### config.mk
export PLATFORM = sky130hd
export DESIGN_NAME = pipe_mult_param
export DESIGN_NICKNAME = d
export VERILOG_FILES = /design/src/rtl/pipe_mult_param.sv
export SDC_FILE = /design/constraint.sdc
export NUM_CORES = 1
export LEC_CHECK = 0
export BUFFER_PORTS_ARGS = -buffer_cell sky130_fd_sc_hd__buf_2
export CAP_MARGIN = 40
export CORE_MARGIN = 2
export CORE_UTILIZATION = 55
export DETAILED_ROUTE_END_ITERATION = 12
export HOLD_SLACK_MARGIN = 0.06
export PLACE_DENSITY = 0.72
export SLEW_MARGIN = 25
export SYNTH_ARGS = -nofsm -noshare
export SYNTH_HDL_FRONTEND = slang
export SYNTH_SLANG_ARGS = --single-unit
### constraint.sdc
create_clock -name clk -period 5.2 [get_ports clk]
set_input_delay 0.26 -clock clk [delete_from_list [all_inputs] [get_ports clk]]
set_output_delay 0.26 -clock clk [all_outputs]
set_load 0.005 [all_outputs]
### src/rtl/pipe_mult_param.sv
// Pipelined shift-add multiplier: each stage retires WIDTH/STAGES multiplier bits, carrying
// the partial sum, operands, signedness and tag along with a valid-ready handshake.
module pipe_mult_param #(
  parameter int unsigned WIDTH  = 8,
  parameter int unsigned STAGES = 4,
  parameter int unsigned TAG_W  = 4
) (
  input  logic               clk,
  input  logic               rst,
  input  logic               in_valid,
  output logic               in_ready,
  input  logic [WIDTH-1:0]   in_a,
  input  logic [WIDTH-1:0]   in_b,
  input  logic               in_signed,
  input  logic [TAG_W-1:0]   in_tag,
  output logic               out_valid,
  input  logic               out_ready,
  output logic [2*WIDTH-1:0] out_product,
  output logic [TAG_W-1:0]   out_tag
);

  localparam int unsigned BITS = WIDTH / STAGES;
  localparam int unsigned PW   = 2 * WIDTH;

  logic              stall;
  logic [STAGES-1:0] vld_q, sgn_q;
  logic [PW-1:0]     sum_q [STAGES];
  logic [PW-1:0]     a_q   [STAGES];
  logic [WIDTH-1:0]  b_q   [STAGES];
  logic [TAG_W-1:0]  tag_q [STAGES];

  // Values presented to each stage: the ports for stage 0, the previous register otherwise.
  logic [STAGES-1:0] vld_in, sgn_in;
  logic [PW-1:0]     sum_in [STAGES];
  logic [PW-1:0]     a_in   [STAGES];
  logic [WIDTH-1:0]  b_in   [STAGES];
  logic [TAG_W-1:0]  tag_in [STAGES];
  logic [PW-1:0]     sum_d  [STAGES];
  logic [WIDTH-1:0]  b_d    [STAGES];

  assign stall    = vld_q[STAGES-1] & ~out_ready;
  // Reset forces ready high so a stale stall cannot block the cycle that clears it.
  assign in_ready = rst | ~stall;

  assign out_valid   = vld_q[STAGES-1];
  assign out_product = sum_q[STAGES-1];
  assign out_tag     = tag_q[STAGES-1];

  always_comb begin : stage_inputs
    vld_in[0] = in_valid & in_ready;
    sgn_in[0] = in_signed;
    sum_in[0] = '0;
    a_in[0]   = in_signed ? {{WIDTH{in_a[WIDTH-1]}}, in_a} : {{WIDTH{1'b0}}, in_a};
    b_in[0]   = in_b;
    tag_in[0] = in_tag;
    for (int unsigned s = 1; s < STAGES; s++) begin
      vld_in[s] = vld_q[s-1];
      sgn_in[s] = sgn_q[s-1];
      sum_in[s] = sum_q[s-1];
      a_in[s]   = a_q[s-1];
      b_in[s]   = b_q[s-1];
      tag_in[s] = tag_q[s-1];
    end
  end

  always_comb begin : shift_add
    logic [PW-1:0] acc;
    for (int unsigned s = 0; s < STAGES; s++) begin
      acc = sum_in[s];
      for (int unsigned j = 0; j < BITS; j++) begin
        if (b_in[s][j]) begin
          // In signed mode the multiplier MSB carries negative weight.
          if (sgn_in[s] && (s * BITS + j == WIDTH - 1)) begin
            acc = acc - (a_in[s] << (s * BITS + j));
          end else begin
            acc = acc + (a_in[s] << (s * BITS + j));
          end
        end
      end
      sum_d[s] = acc;
      b_d[s]   = b_in[s] >> BITS;
    end
  end

  always_ff @(posedge clk) begin
    if (rst) begin
      vld_q <= '0;
      sgn_q <= '0;
      for (int unsigned s = 0; s < STAGES; s++) begin
        sum_q[s] <= '0;
        a_q[s]   <= '0;
        b_q[s]   <= '0;
        tag_q[s] <= '0;
      end
    end else if (!stall) begin
      vld_q <= vld_in;
      for (int unsigned s = 0; s < STAGES; s++) begin
        if (vld_in[s]) begin
          sum_q[s] <= sum_d[s];
          a_q[s]   <= a_in[s];
          b_q[s]   <= b_d[s];
          sgn_q[s] <= sgn_in[s];
          tag_q[s] <= tag_in[s];
        end
      end
    end
  end

endmodule

### Word-level counts from Yosys, hierarchy flattened

Memory sizes are Yosys's and may differ from the RTL's.
Index checks and enable logic that the tools add are counted.

| storage, ports and cells | value |
|---|---|
| bits in registers | 7 |
| RAM bits | 168 |
| bits of input ports | 25 |
| output and inout port bits | 22 |
| word-level logic and storage cells | 84 |
| memories | 4 |

| operators by class | value |
|---|---|
| add/subtract/negate cells | 8 |
| multiplexer cells | 44 |
| bitwise logic cells | 21 |
| reductions and logical operators | 3 |

Memory list:

| name | words | bits a word | rd ports | clocked after Yosys merged registers in | write ports | RTL line | source |
|---|---|---|---|---|---|---|---|
| a_q | 4 | 16 | 3 | 0 | 4 | 28 | `logic [PW-1:0] a_q [STAGES];` |
| sum_q | 4 | 16 | 4 | 0 | 4 | 27 | `logic [PW-1:0] sum_q [STAGES];` |
| b_q | 4 | 6 | 3 | 0 | 4 | 29 | `logic [WIDTH-1:0] b_q [STAGES];` |
| tag_q | 4 | 4 | 4 | 0 | 4 | 30 | `logic [TAG_W-1:0] tag_q [STAGES];` |

Operators by type and width:

| kind | number |
|---|---|
| $mux 16 | 18 |
| $add 16x16->16 | 7 |
| $mux 6 | 4 |
| $mux 1 | 18 |
| $or 1x1->1 | 17 |
| $mux 4 | 4 |
| $sub 16x16->16 | 1 |
| $reduce_and 2->1 | 3 |
| $and 1x1->1 | 2 |
| $not 1->1 | 2 |

### Longest topological paths before layout

Gate-level depths: netlist (run 1).

| logic depth | value |
|---|---|
| word-level depth | 10 |
| depth in mapped cells | 18 |
| depth with buffers taken out | 18 |

### Least setup slack after synthesis (run 1)

Ideal clock, no wire load.

| timing | value |
|---|---|
| path kind | reg2reg |
| from | memory a_q[0][16] in the netlist's numbering |
| to | memory sum_q[0][47] in the netlist's numbering (data pin) |
| library setup time | 266 ps |
| arrival | 3649 ps |
| data required time | 4934 ps |
| path slack | 1285 ps |
| stages on the path, launching flop included | 18 |
| period minus slack after synthesis | 3915 ps |
| cell sequence | edfxtp_1 ha_1 fa_1 a21o_1 a21oi_1 o21bai_1 a211oi_1 a21oi_1 mux2_2 ha_1 nand3_1 o211ai_1 nor4_1 o41ai_1 xor2_1 nand2_1 xnor3_1 nor2_1 |

RTL lines:

| item | RTL line |
|---|---|
| from (decl) | 28 |
| to (decl) | 27 |

==> reports/metrics.csv, run 1 <==
stage,metric,value,unit
status,status,"complete, no violations",
setup_path,slowest_delay,0.43,ns
grt,grt_use_total,22.2,%
grt,grt_pass1_wl,29400,µm
setup_path,r2r_cells,17,
setup_path,criticalPathCategory,flop to flop,
clock_tree,hold_buffers,0,
logic_synthesis,synth-xor-area-share,6.67,%
clock_tree,clock_sinks,126,
logic_synthesis,synth_top_area_share,41.8,%
final_layout,drive_gt1_share,13.4,%
setup_path,reg2reg_from,a_q[0][16]$_SDFFCE_PN0P_,
setup_path,endpoint_kind,flop,
final_layout,final_cell_count_no_fill,1061,
clock_tree,cts_resized,0,
logic_synthesis,synth_flop_cell,edfxtp_1,
placed_design,detailed_place_hpwl,13100,µm
clock_tree,h-tree-depth,4,
setup_path,cp_max_fo,5,
die,fp.dieW,129,µm
route,wl_per_cell,16.1,µm
grt,antenna_found_initial,0,
setup_path,crit_cells,17,
die,rows,45,
logic_synthesis,synth.distinct_cells,62,
clock_tree,clk_pin_slew,0.06,ns
final_layout,areaGrowthSynthToFinish,11.1,%
timing,timing.hold.ws,0.110,ns
final_layout,final_nets,967,
placed_design,gp_congestion,0.929,
logic_synthesis,synth.area.top_cells,"edfxtp_1 42%, ha_1 11%, xnor2_1 4.9%, and3_1 4.8%, nor2_1 3.8%",
logic_synthesis,yosysTopAreaCell,edfxtp_1,
route,firstDrtPassIters,6,
logic_synthesis,synth_compound_area_share,13.2,%
route,wl,17100,µm
die,start_util,56.2,%
timing,period_share,83.4,%
timing,setup_viol,0,
final_layout,final-seq-area,3710,µm²
logic_synthesis,ys_seq_area_share,43.4,%
route,drt_iter0_markers,373,
setup_path,required,5.35,ns
setup_path,critPathTopFamily,compound AO/OA/AOI/OAI gates,
logic_synthesis,synthMuxAreaShare,5.27,%
timing,setup_tns,0,ns
clock_tree,root_buffer,clkbuf_16,
clock_tree,cts_buffers,17,
pwr,power_density,307,nW/µm²
die,fp.dieH,129,µm
die,ios,47,
route,viasPerCell,5.91,
route,ant_nets,0,
route,num_vias,6275,
timing,period_needed,4.34,ns
timing,hold_violations,0,
logic_synthesis,synthAdderAreaFrac,12.6,%
setup_path,worstPathArrival,4.49,ns
setup_path,path_cells,"ha_1, fa_1, a21o_1, a21oi_1, o21bai_1, a211oi_1, a21oi_1, mux2_2, ha_1, nand3_1, o211ai_1, nor4_1, o41ai_1, xor2_1, nand2_1, xnor3_1, nor2_1",
die,coreArea,15200,µm²
logic_synthesis,synthCells,820,
clock_tree,cts_buffer_depth,2,
placed_design,portBuffers,46,
pwr,p_leak,4.15,nW
pwr,report.power.total,2.92,mW
logic_synthesis,netlist_area,8550,µm²
timing,slew_violations,0,
final_layout,multi_input_area,4590,µm²
clock_tree,clk_latency,0.41,ns
timing,finClkSkew,0.0113,ns
setup_path,cp_slowest_cell,o41ai_1,
setup_path,critPathBufInv,0,
logic_synthesis,synth_edf_count,119,
logic_synthesis,ys_async_sr_fraction,0,%
final_layout,diodes,0,
clock_tree,postCtsSetupRepairBufs,0,
placed_design,placedCellCount,1028,
setup_path,r2r_end,sum_q[0][47]$_SDFFCE_PN0P_,
grt,grt_overflow,0,
setup_path,crit_path_end,sum_q[0][47]$_SDFFCE_PN0P_,
logic_synthesis,synth_top_family_by_area,simple AND/OR/NAND/NOR gates,
timing,slew_headroom,53.0,%
timing,fmax,230,MHz
grt,grt_max_degree,40,
pwr,vdd_ir_drop_max,0.220,mV
grt,grt_pass1_vias,6285,
hold_path,hp-class,primary input to flop,
timing,rsz0062_at_grt,false,
setup_path,critPathLaunchType,flop,
die,die_area,16600,µm²
clock_tree,cts_tree,done,
logic_synthesis,synthTopCellsByCount,"119 x edfxtp_1, 87 x nor2_1, 75 x ha_1",
route,drc_errors,0,
logic_synthesis,synth-simple-area-share,15.9,%
logic_synthesis,synthesis.nets,927,
logic_synthesis,synth.avg_cell_area,10.4,µm²
job,cap_violations,0,
setup_path,crit_start,a_q[0][16]$_SDFFCE_PN0P_,
setup_path,r2r_slack,0.86,ns
logic_synthesis,synth_most_common_cell,edfxtp_1,
timing,tightest_slew,0.704,ns
logic_synthesis,yosys_warnings,0,
logic_synthesis,ys_ff_latch,126,
final_layout,fillers,1173,
==> cell usage in the layout (no fill, tap or decap), types with 7 or more instances in the layout <==
master / n
edfxtp_1: 119
nor2_1: 87
ha_1: 75
and3_1: 65
xnor2_1: 48
nand2_1: 46
buf_2: 46
inv_1: 38
a21oi_1: 37
mux2_2: 24
o21ai_0: 21
nor3_1: 19
a211oi_1: 18
mux2i_1: 18
clkbuf_16: 17
nand3_1: 16
a21o_1: 15
nor2b_1: 12
xor2_1: 12
o21a_1: 11
and2_1: 10
a31oi_1: 10
fa_1: 7
dfxtp_1: 7
==> registers in the layout, indices dropped and copies added (netlist names) <==
name	flops
sgn_q	3
vld_q	4
b_q	12
tag_q	16
a_q	27
sum_q	64
==> worst min path at each step <==
stage | from | to | slack [ns] | cells past startpoint
2_1_floorplan | rst | vld_q[3]$_SDFFE_PP0N_ | 0.33 | 1
3_3_place_gp | sgn_q[0]$_SDFFE_PP0P_ | sgn_q[1]$_SDFFE_PP0P_ | 0.47 | 2
3_5_place_dp | sgn_q[0]$_SDFFE_PP0P_ | sgn_q[1]$_SDFFE_PP0P_ | 0.48 | 2
4_1_cts | in_signed | sgn_q[0]$_SDFFE_PP0P_ | 0.08 | 3
5_1_grt | in_signed | sgn_q[0]$_SDFFE_PP0P_ | 0.11 | 3
6_report | in_signed | sgn_q[0]$_SDFFE_PP0P_ | 0.11 | 3
==> layout make-up <==
class | count | share of cell area, %
clock buffers | 18 | 4.62
flip-flops and latches | 126 | 39.1
repair buffers | 50 | 2.82
multi-input cells | 627 | 48.4
clock inverters | 14 | 1.15
well taps | 188 | 2.48
inverters | 38 | 1.50
==> report_power, final <==
part           internal, mW  switching, mW  total, mW
registers              1.18         0.0559       1.23
logic                 0.276          0.335      0.611
clock network         0.628          0.442       1.07
total                  2.08          0.833       2.92
==> metrics by stage <==
stage | setup WS (ns) | instance area (µm²) | utilization (%)
global route | 0.609 | 9500 | 62.5
global placement | 1.03 | 8940 | 58.8
finish | 0.861 | 9500 | 62.5
floorplan | 1.29 | 8550 | -
CTS | 0.880 | 9490 | 62.4
detailed placement | 0.929 | 8940 | 58.8
==> metal layers <==
metal  up-vias  track usage, %  part of all wire (%)
met5         -               0                     0
met4         0            11.1                   2.8
met3        35            3.87                   2.8
met2       138            39.1                    52
met1      2979            26.2                    42
li1       3123               -                     -
==> worst register-to-register path, cell delays in order, from the launching register on <==
cell and delay [ns]:
edfxtp_1 0.42, ha_1 0.25, fa_1 0.42, a21o_1 0.18
a21oi_1 0.30, o21bai_1 0.10, a211oi_1 0.25, a21oi_1 0.06
mux2_2 0.28, ha_1 0.36, nand3_1 0.10, o211ai_1 0.21
nor4_1 0.10, o41ai_1 0.43, xor2_1 0.18, nand2_1 0.09
xnor3_1 0.31, nor2_1 0.04
==> cells by family (layout without fill, tap and decap cells) <==
| logic type | after synthesis | count (layout) |
|---|---|---|
| AND/OR/NAND/NOR | 276 | 276 |
| AO/OA/AOI/OAI | 165 | 165 |
| flip-flops | 126 | 126 |
| adder cells (fa/ha/maj) | 82 | 82 |
| buffers and inverters | 67 | 120 |
| XOR/XNOR | 62 | 62 |
| multiplexers | 42 | 42 |
(Power assumes the default switching activity.)
==> inputs of run 2 (changes only) <==
- clock period: 5.2 -> 4.5 ns (I/O delays scaled with it)
==> run 2 against run 1 <==
- clock skew fell by 0.0025 ns
- cell area grew 0.80%
- cell count about the same
- sequential power is 16% higher
- hold slack improved by 0.0051 ns
- non-clock buffer count up 1
- wire length decreased by 0.64%
- global-route usage down 0.30 points
- largest cell class unchanged
==> reports/metrics.csv, run 2 (same netlist as run 1, synthesis figures left out) <==
stage,metric,value,unit,change
timing,setup_tns,0,ns,unchanged
hold_path,hp-class,primary input to flop,,
placed_design,gp_congestion,0.918,,-1.2%
setup_path,critPathLaunchType,flop,,
hold_path,min_path_cells,2,,-1
final_layout,top_register,sum_q,,
placed_design,pre_cts_slack,0.224,ns,-0.705 ns
timing,slew_headroom,52.6,%,-0.38 points
placed_design,placed_area,8940,µm²,unchanged
setup_path,cp_max_fo,5,,unchanged
clock_tree,cts_tree,done,,
timing,period_share,93.3,%,+9.8 points
placed_design,detailed_place_hpwl,12900,µm,-1.5%
grt,grt_use_total,21.9,%,-0.30 points
timing,setup_ws,0.303,ns,-0.558 ns
die,rows,45,,unchanged
die,fp.dieH,129,µm,unchanged
clock_tree,cts_buffer_depth,2,,unchanged
hold_path,hp-start,in_tag[1],,
clock_tree,clk_pin_slew,0.06,ns,about the same
pwr,p_leak,4.19,nW,+0.85%
die,start_util,56.2,%,unchanged
job,cap_violations,0,,unchanged
route,wl_per_cell,16.0,µm,-0.74%
route,ant_nets,0,,unchanged
timing,hold_violations,0,,unchanged
setup_path,cpMostUsedCell,ha_1,,
setup_path,reg2reg_from,a_q[0][16]$_SDFFCE_PN0P_,,
route,viasPerCell,5.93,,+0.19%
status,status,"complete, no violations",,
final_layout,final_cell_mix,"119 x edfxtp_1, 87 x nor2_1, 75 x ha_1",,
route,drc_errors,0,,unchanged
final_layout,reg_top3,"sum_q x64, a_q x27, tag_q x16",,
setup_path,cp_slowest_cell,o41ai_1,,
timing,period_needed,4.20,ns,-0.142 ns
hold_path,whs_endpoint,tag_q[0][1]$_SDFFCE_PN0P_,,
timing,rsz0062_at_grt,false,,
grt,grt_overflow,0,,unchanged
setup_path,r2r_slack,0.30,ns,-0.56 ns
setup_path,required,4.65,ns,-0.70 ns
pwr,vdd_ir_drop_max,0.266,mV,+21%
die,fp.dieW,129,µm,unchanged
final_layout,final_cell_area,9580,µm²,+0.80%
route,num_vias,6293,,+0.29%
timing,fmax,238,MHz,+3.4%
final_layout,largest_reg_flops,64,,unchanged
timing,timing.hold.ws,0.116,ns,+0.00505 ns
clock_tree,cts_buffers,17,,unchanged
setup_path,r2r_cells,17,,unchanged
setup_path,path_cells,"ha_1, fa_1, a21o_1, a21oi_2, o21bai_1, a211oi_1, a21oi_1, mux2_2, ha_1, nand3_1, o211ai_1, nor4_1, o41ai_1, xor2_1, nand2_1, xnor3_1, nor2_1",,
timing,tightest_slew,0.711,ns,+0.00721 ns
setup_path,worstPathArrival,4.35,ns,-0.14 ns
final_layout,drive_gt1_share,13.3,%,-0.13 points
clock_tree,clock_sinks,126,,unchanged
grt,grt_pass1_wl,29100,µm,-1.1%
pwr,power_density,368,nW/µm²,+20%
final_layout,areaGrowthSynthToFinish,12.0,%,
final_layout,final_nets,968,,+0.10%
grt,grt_max_degree,71,,+78%
timing,finClkSkew,0.00884,ns,-0.00249 ns
die,coreArea,15200,µm²,unchanged
setup_path,slowest_delay,0.42,ns,about the same
grt,grt_pass1_vias,6292,,+0.11%
route,firstDrtPassIters,4,,-2
die,ios,47,,unchanged
clock_tree,h-tree-depth,4,,unchanged
final_layout,final_common_cell,edfxtp_1,,
setup_path,r2r_end,sum_q[0][47]$_SDFFCE_PN0P_,,
setup_path,criticalPathCategory,flop to flop,,
timing,slew_violations,0,,unchanged
die,die_area,16600,µm²,unchanged
route,wl,17000,µm,-0.64%
setup_path,endpoint_kind,flop,,
final_layout,diodes,0,,unchanged
grt,antenna_found_initial,0,,unchanged
clock_tree,root_buffer,clkbuf_16,,
route,drt_iter0_markers,298,,-20%
placed_design,portBuffers,46,,unchanged
clock_tree,clk_latency,0.42,ns,about the same
timing,setup_viol,0,,unchanged
-- run 2: cell count changes in the layout (fill, tap and decap cells not counted) --
cell	delta
a21oi_2	+1
a21oi_1	-1
inv_8	-1
bufinv_16	+3
clkbuf_8	+2
inv_6	-5
clkbuf_1	+2
dlygate4sd3_1	+1
clkinvlp_4	-1
-- run 2: worst max path at each step --
stage / start / endpoint / slack, ns / cells after the start
CTS: a_q[0][16]$_SDFFCE_PN0P_ / sum_q[0][47]$_SDFFCE_PN0P_ / 0.21 / 17
finish: a_q[0][16]$_SDFFCE_PN0P_ / sum_q[0][47]$_SDFFCE_PN0P_ / 0.30 / 17
detailed placement: a_q[0][16]$_SDFFCE_PN0P_ / sum_q[0][47]$_SDFFCE_PN0P_ / 0.22 / 17
global placement: a_q[0][16]$_SDFFCE_PN0P_ / sum_q[0][47]$_SDFFCE_PN0P_ / 0.33 / 17
global route: a_q[0][16]$_SDFFCE_PN0P_ / sum_q[0][47]$_SDFFCE_PN0P_ / 0.03 / 17
floorplan: a_q[0][16]$_SDFFCE_PN0P_ / sum_q[0][47]$_SDFFCE_PN0P_ / 0.59 / 17
-- run 2: worst max-delay path, delay by kind of cell (launching register included) --
| family | cells | cell delay [ns] |
|---|---|---|
| compound gates | 7 | 1.41 |
| xor+xnor | 2 | 0.47 |
| fa+ha+maj | 3 | 1.02 |
| flops | 1 | 0.41 |
| mux | 1 | 0.29 |
| simple gates | 4 | 0.30 |
-- run 2: final cells by class --
type	count	area (µm²)
Timing Repair Buffer	51	278
Clock buffer	22	474
Inverter	38	143
Clock inverter	10	136
Fill cell	1148	5620
Tap cell	188	235
Sequential cell	126	3710
Multi-Input combinational cell	627	4600
-- run 2: report_power, final --
part	total, mW	internal, mW	switching (mW)
combinational	0.705	0.319	0.386
clock	1.39	0.911	0.483
sequential	1.43	1.36	0.0642
total	3.52	2.59	0.933
-- run 2: metrics by stage --
stage	power, mW	util (%)	cells
detailed placement	2.14	58.8	1028
global placement	2.10	58.8	1028
finish	3.52	63.0	1062
CTS	3.53	62.9	1061
global route	3.69	63.0	1062
floorplan	1.98	-	820
-- run 2: metal layers --
| metal | routed length, µm | track usage (%) | up-vias |
|---|---|---|---|
| met5 | 0 | 0 | - |
| met4 | 431 | 9.65 | 0 |
| met1 | 7120 | 26.2 | 2978 |
| met2 | 8870 | 38.4 | 155 |
| li1 | - | - | 3125 |
| met3 | 590 | 4.41 | 35 |
-- run 2: what timing repair did --
| item | 4_1_cts | 5_1_grt |
|---|---|---|
| hold endpoints to repair | 1 | 0 |
| endpoints found under the setup margin | 0 | 1 |
| setup buffers | 0 | 0 |
| resized for setup | 0 | 1 |
| hold buffers | 1 | 0 |
